==> config.mk <==
export PLATFORM = sky130hd
export DESIGN_NAME = spi_slave
export DESIGN_NICKNAME = d
export VERILOG_FILES = /design/src/rtl/spi_pkg.sv /design/src/rtl/spi_slave.sv
export SDC_FILE = /design/constraint.sdc
export NUM_CORES = 1
export LEC_CHECK = 0
export CORE_UTILIZATION = 47
export CTS_CLUSTER_SIZE = 30
export DETAILED_ROUTE_END_ITERATION = 7
export PLACE_DENSITY = 0.7
export SETUP_SLACK_MARGIN = 0.02
export SYNTH_ARGS = -nofsm -noshare
export SYNTH_HDL_FRONTEND = slang
export SYNTH_SLANG_ARGS = --single-unit
==> constraint.sdc <==
create_clock -name clk -period 2.5 [get_ports clk]
set_input_delay 0.375 -clock clk [delete_from_list [all_inputs] [get_ports clk]]
set_output_delay 0.375 -clock clk [all_outputs]
set_load 0.01 [all_outputs]
==> src/rtl/spi_pkg.sv <==
// Shared definitions for the SPI memory subsystem: FSM encoding, default widths
// and the command codes decoded by the RAM.
package spi_pkg;

    localparam int unsigned FRAME_W_DEF = 10;
    localparam int unsigned DATA_W_DEF  = 8;
    localparam int unsigned CNT_W       = 4;

    localparam logic [1:0] WR_ADDR = 2'b00;
    localparam logic [1:0] WR_DATA = 2'b01;
    localparam logic [1:0] RD_ADDR = 2'b10;
    localparam logic [1:0] RD_DATA = 2'b11;

    typedef enum logic [2:0] {
        StIdle     = 3'd0,
        StChkCmd   = 3'd1,
        StWrite    = 3'd2,
        StReadAdd  = 3'd3,
        StReadData = 3'd4,
        StDone     = 3'd5
    } state_e;

    // Phases inside StReadData: frame shift-in, wait for RAM byte, byte shift-out.
    typedef enum logic [1:0] {
        RdFrame = 2'd0,
        RdWait  = 2'd1,
        RdShift = 2'd2
    } rd_stage_e;

endpackage

==> src/rtl/spi_slave.sv <==
// SPI slave front end: deserialises command/data frames for the RAM and shifts
// read-back bytes out on miso for read-data commands.
module spi_slave
    import spi_pkg::*;
#(
    parameter int unsigned FRAME_W = FRAME_W_DEF,
    parameter int unsigned DATA_W  = DATA_W_DEF
) (
    input  logic               clk,
    input  logic               rst,
    input  logic               ss_n,
    input  logic               mosi,
    output logic               miso,
    output logic [FRAME_W-1:0] rx_data,
    output logic               rx_valid,
    input  logic [DATA_W-1:0]  tx_data,
    input  logic               tx_valid
);

    state_e             state_q, state_d;
    rd_stage_e          rd_stage_q, rd_stage_d;
    logic [CNT_W-1:0]   bit_cnt_q, bit_cnt_d;
    logic [FRAME_W-2:0] frame_q, frame_d;
    logic [DATA_W-2:0]  tx_shift_q, tx_shift_d;
    logic [FRAME_W-1:0] rx_data_q, rx_data_d;
    logic               rx_valid_q, rx_valid_d;
    logic               miso_q, miso_d;
    logic               rd_addr_seen_q, rd_addr_seen_d;
    logic               frame_last;
    logic               tx_last;

    always_comb begin
        state_d        = state_q;
        rd_stage_d     = rd_stage_q;
        bit_cnt_d      = bit_cnt_q;
        frame_d        = frame_q;
        tx_shift_d     = tx_shift_q;
        rx_data_d      = rx_data_q;
        rx_valid_d     = 1'b0;
        miso_d         = 1'b0;
        rd_addr_seen_d = rd_addr_seen_q;
        frame_last     = (bit_cnt_q == CNT_W'(FRAME_W - 2));
        tx_last        = (bit_cnt_q == CNT_W'(DATA_W - 2));

        if (ss_n) begin
            state_d    = StIdle;
            rd_stage_d = RdFrame;
            bit_cnt_d  = '0;
        end else begin
            unique case (state_q)
                StIdle: begin
                    state_d   = StChkCmd;
                    bit_cnt_d = '0;
                end
                StChkCmd: begin
                    frame_d    = {{(FRAME_W-2){1'b0}}, mosi};
                    bit_cnt_d  = '0;
                    rd_stage_d = RdFrame;
                    if (!mosi) begin
                        state_d = StWrite;
                    end else if (rd_addr_seen_q) begin
                        state_d = StReadData;
                    end else begin
                        state_d = StReadAdd;
                    end
                end
                StWrite, StReadAdd: begin
                    frame_d   = {frame_q[FRAME_W-3:0], mosi};
                    bit_cnt_d = bit_cnt_q + 1'b1;
                    if (frame_last) begin
                        rx_data_d  = {frame_q, mosi};
                        rx_valid_d = 1'b1;
                        bit_cnt_d  = '0;
                        state_d    = StDone;
                        if (state_q == StReadAdd) begin
                            rd_addr_seen_d = 1'b1;
                        end
                    end
                end
                StReadData: begin
                    unique case (rd_stage_q)
                        RdFrame: begin
                            frame_d   = {frame_q[FRAME_W-3:0], mosi};
                            bit_cnt_d = bit_cnt_q + 1'b1;
                            if (frame_last) begin
                                rx_data_d  = {frame_q, mosi};
                                rx_valid_d = 1'b1;
                                bit_cnt_d  = '0;
                                rd_stage_d = RdWait;
                            end
                        end
                        RdWait: begin
                            // RAM answers the edge after rx_valid; a level seen
                            // while rx_valid is still high is stale.
                            if (tx_valid && !rx_valid_q) begin
                                miso_d     = tx_data[DATA_W-1];
                                tx_shift_d = tx_data[DATA_W-2:0];
                                bit_cnt_d  = '0;
                                rd_stage_d = RdShift;
                            end
                        end
                        RdShift: begin
                            miso_d     = tx_shift_q[DATA_W-2];
                            tx_shift_d = {tx_shift_q[DATA_W-3:0], 1'b0};
                            bit_cnt_d  = bit_cnt_q + 1'b1;
                            if (tx_last) begin
                                bit_cnt_d      = '0;
                                rd_addr_seen_d = 1'b0;
                                rd_stage_d     = RdFrame;
                                state_d        = StDone;
                            end
                        end
                        default: rd_stage_d = RdFrame;
                    endcase
                end
                StDone: begin
                    state_d = StDone;
                end
                default: state_d = StIdle;
            endcase
        end
    end

    always_ff @(posedge clk) begin
        if (rst) begin
            state_q        <= StIdle;
            rd_stage_q     <= RdFrame;
            bit_cnt_q      <= '0;
            frame_q        <= '0;
            tx_shift_q     <= '0;
            rx_data_q      <= '0;
            rx_valid_q     <= 1'b0;
            miso_q         <= 1'b0;
            rd_addr_seen_q <= 1'b0;
        end else begin
            state_q        <= state_d;
            rd_stage_q     <= rd_stage_d;
            bit_cnt_q      <= bit_cnt_d;
            frame_q        <= frame_d;
            tx_shift_q     <= tx_shift_d;
            rx_data_q      <= rx_data_d;
            rx_valid_q     <= rx_valid_d;
            miso_q         <= miso_d;
            rd_addr_seen_q <= rd_addr_seen_d;
        end
    end

    assign miso     = miso_q;
    assign rx_data  = rx_data_q;
    assign rx_valid = rx_valid_q;

endmodule

After elaboration in Yosys (flattened, before gate mapping)
Index checks and enable logic that the tools add are counted.
{"block": "classes", "n_addsub": 1, "eq_ne": 19, "n_mux": 33, "bitwise_logic": 2, "n_reduce_logical": 20}
{"cell": "$pmux 9 s3", "n": 1}
{"cell": "$pmux 4 s3", "n": 2}
{"cell": "$mux 10", "n": 2}
{"cell": "$pmux 10 s2", "n": 1}
{"cell": "$mux 3", "n": 5}
{"cell": "$pmux 3 s5", "n": 1}
{"cell": "$pmux 7 s2", "n": 1}
{"cell": "$mux 4", "n": 3}
{"cell": "$reduce_and 3->1", "n": 4}
{"cell": "$ne 2x2->1 const B", "n": 5}
{"cell": "$mux 9", "n": 1}
{"cell": "$ne 3x3->1 const B", "n": 3}
{"cell": "$reduce_and 4->1", "n": 2}
{"cell": "$mux 1", "n": 7}
{"cell": "$mux 7", "n": 1}
{"cell": "$eq 3x2->1 const B", "n": 2}
{"cell": "$eq 3x3->1 const B", "n": 2}
{"cell": "$mux 2", "n": 3}
{"cell": "$pmux 1 s2", "n": 3}
{"cell": "$pmux 2 s3", "n": 1}
{"cell": "$reduce_and 6->1", "n": 1}
{"cell": "$reduce_bool 2->1", "n": 3}
{"cell": "$reduce_bool 3->1", "n": 2}
{"cell": "$reduce_or 2->1", "n": 3}
{"cell": "15 further kinds", "n": 16}
{"block": "word_totals", "regBits": 38, "input_bits": 13, "out_inout_bits": 12, "word_cells": 84}

Longest topological paths before layout
{"block": "logic_depth", "ltp_word": 5, "depth_mapped": 7, "depth_no_buf": 7}

Least setup slack after synthesis
OpenSTA, ideal clock, no wires.
{"block": "synth_timing", "kind": "register to register", "start": "reg rd_stage_q[0]", "end": "reg bit_cnt_q[2]", "setup_ns": 0.122, "arrival_time_ns": 1.628, "path_slack_ns": 0.750, "stages_incl_launch_ff": 8, "path_buffers": 0, "period_less_slack_ns": 1.750, "cell_sequence": "dfxtp_1 inv_1 ha_1 nor3_1 nor3_1 a21boi_1 nor3_1 a311o_1"}
{"block": "synth_between", "elab_chain_cells": 3}
{"element": "start, declared", "line_no": "spi_slave.sv:21", "text": "rd_stage_e rd_stage_q, rd_stage_d;"}
{"element": "start signal, assigned", "line_no": "spi_slave.sv:127", "text": "rd_stage_q <= RdFrame;"}
{"element": "start signal, assigned", "line_no": "spi_slave.sv:137", "text": "rd_stage_q <= rd_stage_d;"}
{"element": "$eq 2x2->1, or another cell as far along", "line_no": "spi_slave.sv:81", "text": "unique case (rd_stage_q)"}
{"element": "$pmux 4 s3, or another cell as far along", "line_no": "spi_slave.sv:81"}
{"element": "$pmux 4 s3 / $reduce_and 3->1 (equally long branches)"}
{"element": "end signal, assigned", "line_no": "spi_slave.sv:138", "text": "bit_cnt_q <= bit_cnt_d;"}
{"element": "end, declared", "line_no": "spi_slave.sv:22", "text": "logic [CNT_W-1:0] bit_cnt_q, bit_cnt_d;"}
Parallel ways exist; a longest one is shown, timed or not.
A chain may end at the register's enable or synchronous reset.

Worst setup path in the final report
{"block": "layout_timing", "start": "reg rd_stage_q[1]", "end": "reg bit_cnt_q[2]"}
The elaborated chain is that of the path after synthesis.

==> metrics.md <==
| Metric | Value |
|---|---|
| Outcome | completed |
| Die H | 63.9 um |
| Critical path required time | 2.67 ns |
| Post-synthesis area per instance | 9.23 sq um |
| Final setup viols | 0 |
| Commonest non-fill, non-tap cell in the layout | dfxtp_1 |
| Worst path max stage delay | 0.47 ns |
| Vias in the first global route | 1489 |
| RSZ-0062 raised after global routing | no |
| Final hold slack | 0.474 ns |
| Vias | 1498 |
| Synthesis warning total | 0 |
| Cell variety after synth | 39 |
| Antenna viol nets, final | 0 |
| Seq pwr share | 55.9% |
| Worst setup startpoint | rd_stage_q[1] |
| CTS tree | yes |
| Logic gate share of total power | 5.1% |
| HPWL after detailed placement | 2700 um |
| Fin. max-slew vios | 0 |
| DIE AREA | 4080 sq um |
| Cell Pwr Density | 511 nW/um^2 |
| Post-CTS sizing | 0 |
| Switching part of the total | 21.9% |
| CP startpoint kind | flop |
| Skew final | 0.00236 ns |
| Most numerous cell on the critical path | nor3_1 |
| Fmax | 486 MHz |
| # diodes | 0 |
| FF-to-FF End | bit_cnt_q[2] |
| Clk slew on worst S/H paths | 0.07 ns |
| Layout cells sized above 1 | 7.31% |
| Wirelength per Cell | 13.9 um |
| Tcrit/Tclk final | 82.3% |
| Row cnt | 22 |
| Syn nets | 215 |
| Critical Setup Path Class | reg2reg |
| Worst Path Arrival | 2.23 ns |
| Sequential-to-total area share from yosys stat | 42.3% |
| Critical-path maximum fanout | 8 |
| Total congestion overflow | 0 |
| Net switching power | 0.240 mW |
| WP buf/inv | 1 |
| Final #Nets | 238 |
| Crit path to | bit_cnt_q[2] |
| Post-Syn Instances | 195 |
| Synthesis-stage register bit count | 38 |
| Maximum vdd drop | 0.000484 V |
| Int Pwr | 0.858 mW |
| CTS Buf Count | 5 |
| Post-CTS Hold Buffers | 0 |
| Buffer count from post-CTS setup fixing | 0 |
| Routed vias/inst | 5.61 |
| Most frequent cells in the layout | dfxtp_1, nor2_1, clkdlybuf4s50_1 |
| Clk network pwr share | 39.0% |
| Total global routing track utilization | 20.5% |
| GPL Wtd Cong | 0.842 |
| Layout overhead on the synthesized area | 19.3% |
| Tmin final | 2.06 ns |
| Endpoint type of the worst setup path | flop |
| CTS Sinks | 38 |
| Port bufs | 24 |
| Worst hold path type | reg2reg |
| Cell family with most CP delay | compound AO/OA/AOI/OAI gates |
| Worst slew margin | 65.0% |
| Worst reg2reg setup slack | 0.44 ns |
| Stages on the worst setup path | 7 |
| CP Cell Sequence | inv_1, ha_1, nor3_1, nor3_1, a21boi_1, nor3_1, a311o_1 |
| First drt pass iteration count | 4 |
| Worst-margin pin slew | 0.524 ns |
| Clock latency on the worst-skew pair | 0.28 ns |
| Setup total negative slack | 0 ns |
| DR DRC count | 0 |
| Root Buffer | clkbuf_8 |
| Drt first-iter violations | 70 |
| Io pins | 25 |
| Initial antenna violation count | 0 |
| WL final | 3720 um |
| LEAKAGE | 0.708 nW |
| Initial Utilization | 49.1% |
| Reg2reg path depth | 7 |
| Critical-path top delay cell | a21boi_1 |
| Reg-to-reg startpoint | rd_stage_q[1] |
| Max cap viols | 0 |
| Clock Tree Buf Depth | 2 |
| Die width | 63.9 um |
| First-pass GRT wire length | 6560 um |
| Fin. Hold Viols | 0 |
| Htree depth | 2 |
| Core area | 3660 sq um |
| Largest net degree at the start of global routing | 25 |
| Post-Syn Area | 1800 sq um |
==> logic make-up after synthesis <==
logic type	Yosys count	synth area share, %
DFF	38	42.3
adders and majority gates	7	4.87
muxes	18	10.0
AOI/OAI and AO/OA	41	16.4
buffers and inverters	16	4.73
and+or+nand+nor	75	21.7
==> metrics by stage <==
step / instance area (sq um) / instances / setup slack (ns) / utilization [%] / total power, mW
finish: 2150 / 267 / 0.443 / 58.6 / 1.10
floorplan: 1800 / 195 / 0.750 / - / 0.657
global route: 2150 / 267 / 0.340 / 58.6 / 1.14
CTS: 2150 / 267 / 0.470 / 58.6 / 1.11
global placement: 2060 / 259 / 0.489 / 56.2 / 0.681
detailed placement: 2060 / 259 / 0.429 / 56.2 / 0.683
==> cell usage after synthesis (all sizes together) <==
library cell | instances | area (sq um)
nor3 | 9 | 50.1
mux2i | 18 | 180
a22oi | 8 | 60.1
a311oi | 1 | 8.76
nor4b | 2 | 17.5
a21boi | 1 | 7.51
a21o | 2 | 15.0
nand2 | 8 | 30.0
o211ai | 1 | 7.51
o22ai | 1 | 6.26
nor2b | 6 | 37.5
a32oi | 1 | 8.76
buf | 5 | 43.8
and3b | 2 | 17.5
a41oi | 1 | 8.76
dfxtp | 38 | 761
a31oi | 1 | 6.26
nand3 | 3 | 15.0
a2111oi | 1 | 8.76
clkbuf | 6 | 22.5
a311o | 2 | 20.0
or2 | 1 | 6.26
o21bai | 1 | 7.51
nor2 | 34 | 135
a211oi | 6 | 45.0
nand3b | 3 | 22.5
and2 | 1 | 6.26
nand2b | 2 | 12.5
ha | 7 | 87.6
nor3b | 1 | 18.8
or3 | 2 | 12.5
a221oi | 2 | 17.5
inv | 5 | 18.8
a21oi | 12 | 67.6
or3b | 1 | 8.76
==> layout make-up <==
type | instances | area, sq um
flip-flops and latches | 38 | 761
fillers | 310 | 1510
repair buffers | 27 | 263
inverters | 5 | 18.8
multi-input cells | 141 | 953
clock buffers | 7 | 86.3
well taps | 48 | 60.1
clock inverters | 1 | 5.00
==> worst min-delay path by stage <==
stage	start	endpoint	slack [ns]	cells after the start
2_1_floorplan	tx_shift_q[0]	tx_shift_q[0]	0.45	2
3_3_place_gp	tx_shift_q[0]	tx_shift_q[0]	0.45	2
3_5_place_dp	tx_shift_q[0]	tx_shift_q[0]	0.47	2
4_1_cts	tx_shift_q[0]	tx_shift_q[0]	0.48	2
5_1_grt	tx_shift_q[0]	tx_shift_q[0]	0.51	2
6_report	tx_shift_q[0]	tx_shift_q[0]	0.47	2
==> worst min-delay path, stage by stage (launching register included) <==
cell and delay, ns:
dfxtp_1 0.31, nand2b_1 0.06, a21oi_1 0.05
==> routing by layer <==
metal / GRT usage [%] / up-vias / wire length, um
li1: - / 747 / -
met1: 24.7 / 716 / 1710
met2: 34.6 / 28 / 1820
met3: 4.29 / 7 / 134
met4: 9.66 / 0 / 55
met5: 0 / - / 0
==> power by group through the flow <==
stage	registers (mW)	logic [mW]	clock network, mW
floorplan	0.623	0.0332	0
global placement	0.627	0.0533	0
detailed placement	0.628	0.0554	0
CTS	0.614	0.0558	0.439
global route	0.615	0.0612	0.463
finish	0.614	0.0558	0.428
==> flip-flops by register name, summed over array words and instances, names as in the netlist <==
signal          count
miso                1
tx_shift_q          7
rd_stage_q          2
rx_data            10
state_q             3
frame_q             9
rd_addr_seen_q      1
rx_valid            1
bit_cnt_q           4
Power figures use the tool's default switching activity.
